File: config.mk
export PLATFORM = sky130hd
export DESIGN_NAME = param_cache
export DESIGN_NICKNAME = d
export VERILOG_FILES = /design/src/rtl/param_cache_pkg.sv /design/src/rtl/cache_tag_store.sv /design/src/rtl/param_cache.sv
export SDC_FILE = /design/constraint.sdc
export NUM_CORES = 1
export LEC_CHECK = 0
export ABC_CLOCK_PERIOD_IN_PS = 5200
export BUFFER_PORTS_ARGS = -buffer_cell sky130_fd_sc_hd__buf_2
export CORE_ASPECT_RATIO = 0.9
export CORE_MARGIN = 2
export CORE_UTILIZATION = 45
export CTS_BUF_LIST = sky130_fd_sc_hd__clkbuf_8
export DETAILED_ROUTE_END_ITERATION = 8
export PLACE_DENSITY = 0.66
export SLEW_MARGIN = 20
export SYNTH_ARGS = -nofsm -noshare
export SYNTH_HDL_FRONTEND = slang
export SYNTH_HIERARCHICAL = 1
export SYNTH_SLANG_ARGS = --single-unit
export TNS_END_PERCENT = 5
File: constraint.sdc
create_clock -name g_clk -period 5.2 [get_ports g_clk]
set_input_delay 0.26 -clock g_clk [delete_from_list [all_inputs] [get_ports g_clk]]
set_output_delay 0.26 -clock g_clk [all_outputs]
set_load 0.02 [all_outputs]
File: src/rtl/param_cache_pkg.sv
// param_cache_pkg: shared state encoding and helper functions for the cache
package param_cache_pkg;
  typedef enum logic [1:0] {IDLE = 2'd0, FILL = 2'd1, WRITE = 2'd2} state_e;
  function automatic int clog2(input int n);
    int r;
    r = 0;
    for (int i = 0; i < 31; i++) if ((1 << i) < n) r = i + 1;
    return r;
  endfunction
  function automatic logic [31:0] sat_inc(input logic [31:0] v, input int w);
    logic [31:0] m;
    m = (32'd1 << w) - 32'd1;
    return (v >= m) ? v : v + 32'd1;
  endfunction
endpackage

File: src/rtl/cache_tag_store.sv
// cache_tag_store: direct-mapped valid/tag/data arrays with combinational lookup
module cache_tag_store
  import param_cache_pkg::*;
#(
  parameter int D_WIDTH = 8,
  parameter int A_WIDTH = 8,
  parameter int LINES   = 4
) (
  input  logic               g_clk,
  input  logic               g_clr,
  input  logic [A_WIDTH-1:0] addr_i,
  output logic               hit_o,
  output logic [D_WIDTH-1:0] rdata_o,
  input  logic               fill_i,
  input  logic               upd_i,
  input  logic [D_WIDTH-1:0] wdata_i,
  input  logic               flush_i
);
  localparam int IDX = clog2(LINES);
  localparam int TW  = A_WIDTH - IDX;
  logic [LINES-1:0]   valid_q;
  logic [TW-1:0]      tag_q  [LINES];
  logic [D_WIDTH-1:0] data_q [LINES];
  logic [IDX-1:0]     idx;
  logic [TW-1:0]      tag;
  assign idx     = addr_i[IDX-1:0];
  assign tag     = addr_i[A_WIDTH-1:IDX];
  assign hit_o   = valid_q[idx] && (tag_q[idx] == tag);
  assign rdata_o = data_q[idx];
  // valid bits: flush clears all, a completing fill re-validates its own line
  always_ff @(posedge g_clk or negedge g_clr) begin
    if (!g_clr) valid_q <= '0;
    else begin
      if (flush_i) valid_q <= '0;
      if (fill_i) valid_q[idx] <= 1'b1;
    end
  end
  // tag/data arrays: fill writes tag and data, a write hit only refreshes data
  always_ff @(posedge g_clk) begin
    if (fill_i) begin
      tag_q[idx]  <= tag;
      data_q[idx] <= wdata_i;
    end else if (upd_i) data_q[idx] <= wdata_i;
  end
endmodule

File: src/rtl/param_cache.sv
// param_cache: direct-mapped write-through cache with flush and saturating stats
module param_cache
  import param_cache_pkg::*;
#(
  parameter int D_WIDTH   = 8,
  parameter int A_WIDTH   = 8,
  parameter int LINES     = 4,
  parameter int MEM_LAT   = 1,
  parameter int CNT_WIDTH = 16
) (
  input  logic                 g_clk,
  input  logic                 g_clr,
  input  logic [A_WIDTH-1:0]   cpu_addr,
  input  logic                 cpu_rd,
  input  logic                 cpu_wr,
  input  logic [D_WIDTH-1:0]   cpu_wdata,
  output logic [D_WIDTH-1:0]   cpu_rdata,
  output logic                 odv,
  input  logic                 flush,
  output logic [A_WIDTH-1:0]   mem_addr,
  output logic                 mem_rd,
  output logic                 mem_wr,
  output logic [D_WIDTH-1:0]   mem_wdata,
  input  logic [D_WIDTH-1:0]   mem_rdata,
  output logic [CNT_WIDTH-1:0] hit_cnt,
  output logic [CNT_WIDTH-1:0] miss_cnt
);
  localparam int WW = clog2(MEM_LAT + 1);
  state_e               state_q;
  logic [A_WIDTH-1:0]   addr_q;
  logic [D_WIDTH-1:0]   wdata_q;
  logic                 mem_rd_q, mem_wr_q, done_q;
  logic [WW-1:0]        wait_q;
  logic [CNT_WIDTH-1:0] hit_q, miss_q;
  logic [A_WIDTH-1:0]   look_addr;
  logic                 hit, last, rd_req, wr_req;
  logic [D_WIDTH-1:0]   hit_rdata;
  assign look_addr = (state_q == IDLE) ? cpu_addr : addr_q;
  assign last      = (state_q != IDLE) && (wait_q == WW'(MEM_LAT - 1));
  assign wr_req    = (state_q == IDLE) && !done_q && cpu_wr;
  assign rd_req    = (state_q == IDLE) && !done_q && cpu_rd && !cpu_wr;
  assign odv       = g_clr && ((state_q == IDLE) ? !(wr_req || (rd_req && !hit)) : last);
  assign cpu_rdata = !odv ? '0 : (state_q == FILL) ? mem_rdata : rd_req ? hit_rdata : '0;
  assign mem_addr  = addr_q;
  assign mem_wdata = wdata_q;
  assign mem_rd    = mem_rd_q;
  assign mem_wr    = mem_wr_q;
  assign hit_cnt   = hit_q;
  assign miss_cnt  = miss_q;
  cache_tag_store #(.D_WIDTH(D_WIDTH), .A_WIDTH(A_WIDTH), .LINES(LINES)) u_store (
    .g_clk  (g_clk),
    .g_clr  (g_clr),
    .addr_i (look_addr),
    .hit_o  (hit),
    .rdata_o(hit_rdata),
    .fill_i (state_q == FILL && last),
    .upd_i  (state_q == WRITE && last && hit),
    .wdata_i((state_q == FILL) ? mem_rdata : wdata_q),
    .flush_i(flush)
  );
  // controller: accepts requests in IDLE, runs RAM accesses, counts hits/misses
  always_ff @(posedge g_clk or negedge g_clr) begin
    if (!g_clr) begin
      state_q  <= IDLE;
      addr_q   <= '0;
      wdata_q  <= '0;
      mem_rd_q <= 1'b0;
      mem_wr_q <= 1'b0;
      done_q   <= 1'b0;
      wait_q   <= '0;
      hit_q    <= '0;
      miss_q   <= '0;
    end else begin
      done_q <= 1'b0;
      case (state_q)
        IDLE: begin
          if (wr_req) begin
            state_q  <= WRITE;
            addr_q   <= cpu_addr;
            wdata_q  <= cpu_wdata;
            mem_wr_q <= 1'b1;
            wait_q   <= '0;
          end else if (rd_req && !hit) begin
            state_q  <= FILL;
            addr_q   <= cpu_addr;
            mem_rd_q <= 1'b1;
            wait_q   <= '0;
            miss_q   <= CNT_WIDTH'(sat_inc(32'(miss_q), CNT_WIDTH));
          end else if (rd_req) hit_q <= CNT_WIDTH'(sat_inc(32'(hit_q), CNT_WIDTH));
        end
        FILL, WRITE: begin
          if (last) begin
            state_q  <= IDLE;
            mem_rd_q <= 1'b0;
            mem_wr_q <= 1'b0;
            done_q   <= 1'b1;
          end else wait_q <= wait_q + WW'(1);
        end
        default: state_q <= IDLE;
      endcase
    end
  end
endmodule

==> reports/results.txt <==
GPL Wtd Cong = 0.802
fin crit period = 4640 ps
synth unique cells = 48
CTS tree = built
storage element area = 3130 sq um
Clk Latency, worst-skew pair = 430 ps
Starting Density = 46.0%
Core Util, Final = 54.8%
Final Max Slew Viols = 0
Tcrit/Tclk final = 89.3%
CTS H-Tree Depth = 4
PD cells = 506 nW/um^2
maximum clock insertion buffer count = 2
critical-path maximum fanout = 26
total gr overflow = 0
Syn Nets = 413
initial antenna violation count = 0
cell count of the worst reg-to-reg path = 10
# Post-CTS Setup Buffers = 0
port bufs = 87
Worst Hold Depth = 2
final net count = 512
Antenna Nets Post-Route = 0
Crit. End Element = output port
ys async rst share = 50.9%
vias in the first global route = 3288
run status = complete, no violations
synthesized area = 5260 sq um
I/O pin count = 88
RSZ-0062 raised after global routing = no
final wirelength = 10700 microns
vias per cell = 5.28
R2R Setup Slk = 1050 ps
layout cells sized above 1 = 36.3%
die outline area = 12600 sq um
Post-synth EDFFs = 56
DRC marker count from the first detailed-route iteration = 265
first-pass GRT wire length = 16900 microns
sequential fraction of the synthesis area = 59.5%
clock-pin slew on the worst setup and hold paths = 70 ps
P&R area growth vs syn = 19.0%
Clock Sinks = 114
via count = 3413
clk_skew = 11.0 ps
MaxCap Viol Count = 0
Syn Area/Cell = 13.9 sq um
cts hold-fix bufs = 1
leakage dissipation = 2.77 nW
core area = 11400 sq um
post-layout power = 0.00317 W
Die Wd = 118 microns
CTS resizes = 0
Remaining DRCs = 0
detailed placement HPWL = 7330 microns
commonest non-fill, non-tap cell in the layout = buf_2
pin count of the biggest net entering global routing = 39
multi-input logic area = 2020 sq um
final hold vios = 0
Syn. warnings = 6
CP Class = flop to output port
final setup fails = 0
Avg WL per Cell = 16.5 microns
Antenna diodes = 0
top_reg_cell synth = dfrtp_1
worst path required time = 4940 ps
most frequent cells in the layout = buf_2, dfrtp_1, edfxtp_1
first-pass iteration count of the detailed router = 4
Tightest Pin Transition = 897 ps
Global Route Usage Sum = 17.7%
crit start category = flop
Critical Path AT = 4380 ps
Peak VDD IR = 0.278 mV
Hold Crit Class = primary input to flop
flip-flop and latch count after synthesis = 114
Root Driver = clkbuf_8
Max-slew headroom = 40.2%
Die H = 107 microns
Mapped Cells = 379
Max Clock Freq = 215 MHz
fill cell count = 998
setup_tns = 0 ps
Num CTS Buffers = 17
Site Rows = 37
-- logic make-up after synthesis --
logic type	count (synthesis)	share of synthesized area, %
muxes	51	13.0
DFF	114	59.5
adders and majority gates	5	1.19
buffers and inverters	23	2.07
and+or+nand+nor	117	13.5
AOI/OAI and AO/OA	30	4.16
xor gates and xnor gates	39	6.49
-- registers in the layout, indices dropped and copies added, names as in the netlist, 2 cells and up --
| register | count |
|---|---|
| hit_cnt | 16 |
| mem_wdata | 8 |
| u_store/data_q | 32 |
| state_q | 2 |
| u_store/valid_q | 4 |
| miss_cnt | 16 |
| u_store/tag_q | 24 |
| mem_addr | 8 |
-- where the power goes --
group	internal, W	switching, W	leakage, nW	total, W
combinational	0.000460	0.000659	1.30	0.00112
sequential	0.00115	0.0000871	1.25	0.00124
clock	0.000457	0.000355	0.211	0.000812
total	0.00207	0.00110	2.77	0.00317
-- Yosys cell counts, drive strengths merged, types with 8 or more instances --
master / n / share of area, %
nand3: 8 / 0.76
nand4: 11 / 1.3
nand2: 20 / 1.4
mux4: 10 / 4.4
inv: 9 / 0.64
nor2: 15 / 1.1
nor3b: 12 / 1.8
nor4: 10 / 1.5
mux2: 35 / 7.5
a22oi: 8 / 1.1
dfrtp: 58 / 28
edfxtp: 56 / 32
nor3: 14 / 1.5
xor2: 33 / 5.5
-- cell type report --
| cell class | instances | area share [%] |
|---|---|---|
| clock buffers | 20 | 4.39 |
| clock inverters | 12 | 1.84 |
| inverters | 9 | 0.539 |
| multi-input cells | 242 | 32.3 |
| flip-flops and latches | 114 | 50.0 |
| well taps | 156 | 3.12 |
| repair buffers | 94 | 7.83 |
-- metal layers --
layer  up-vias  track usage (%)  routed length, microns
met5         -                0                       0
met4         0             8.43                     159
met3        12             3.94                     395
met2        70             27.3                    5000
met1      1707             23.9                    5140
li1       1624                -                       -
-- worst paths after layout --
kind / startpoint / end
worst max-delay path: state_q[0] / cpu_rdata[6]
worst min-delay path: cpu_wdata[3] / mem_wdata[3]
worst max register to register: state_q[0] / u_store/data_q[3][7]
worst min register to register: u_store/valid_q[2] / u_store/valid_q[2]
max in group asynchronous: g_clr / mem_wdata[5]
min in group asynchronous: g_clr / miss_cnt[1]
-- critical path: stages (launching register included) --
cell,delay [ps]
dfrtp_1,350
inv_1,70
ha_1,220
mux2_2,720
mux4_1,670
xor2_1,170
a2111oi_2,560
nor2b_1,100
o21bai_1,280
a21oi_1,340
nor3b_1,280
buf_2,190
-- metrics by stage --
| step | area (sq um) | instances | hold slack [ps] | setup slack, ps |
|---|---|---|---|---|
| after floorplan | 5260 | 379 | -35.6 | 1240 |
| after global placement | 5860 | 614 | 300 | 1040 |
| after detailed placement | 5860 | 614 | 308 | 952 |
| after CTS | 6260 | 647 | 34.3 | 469 |
| after global routing | 6260 | 647 | 50.4 | 234 |
| final | 6260 | 647 | 62.3 | 559 |
Note: power is estimated with default switching activity, not from simulation.
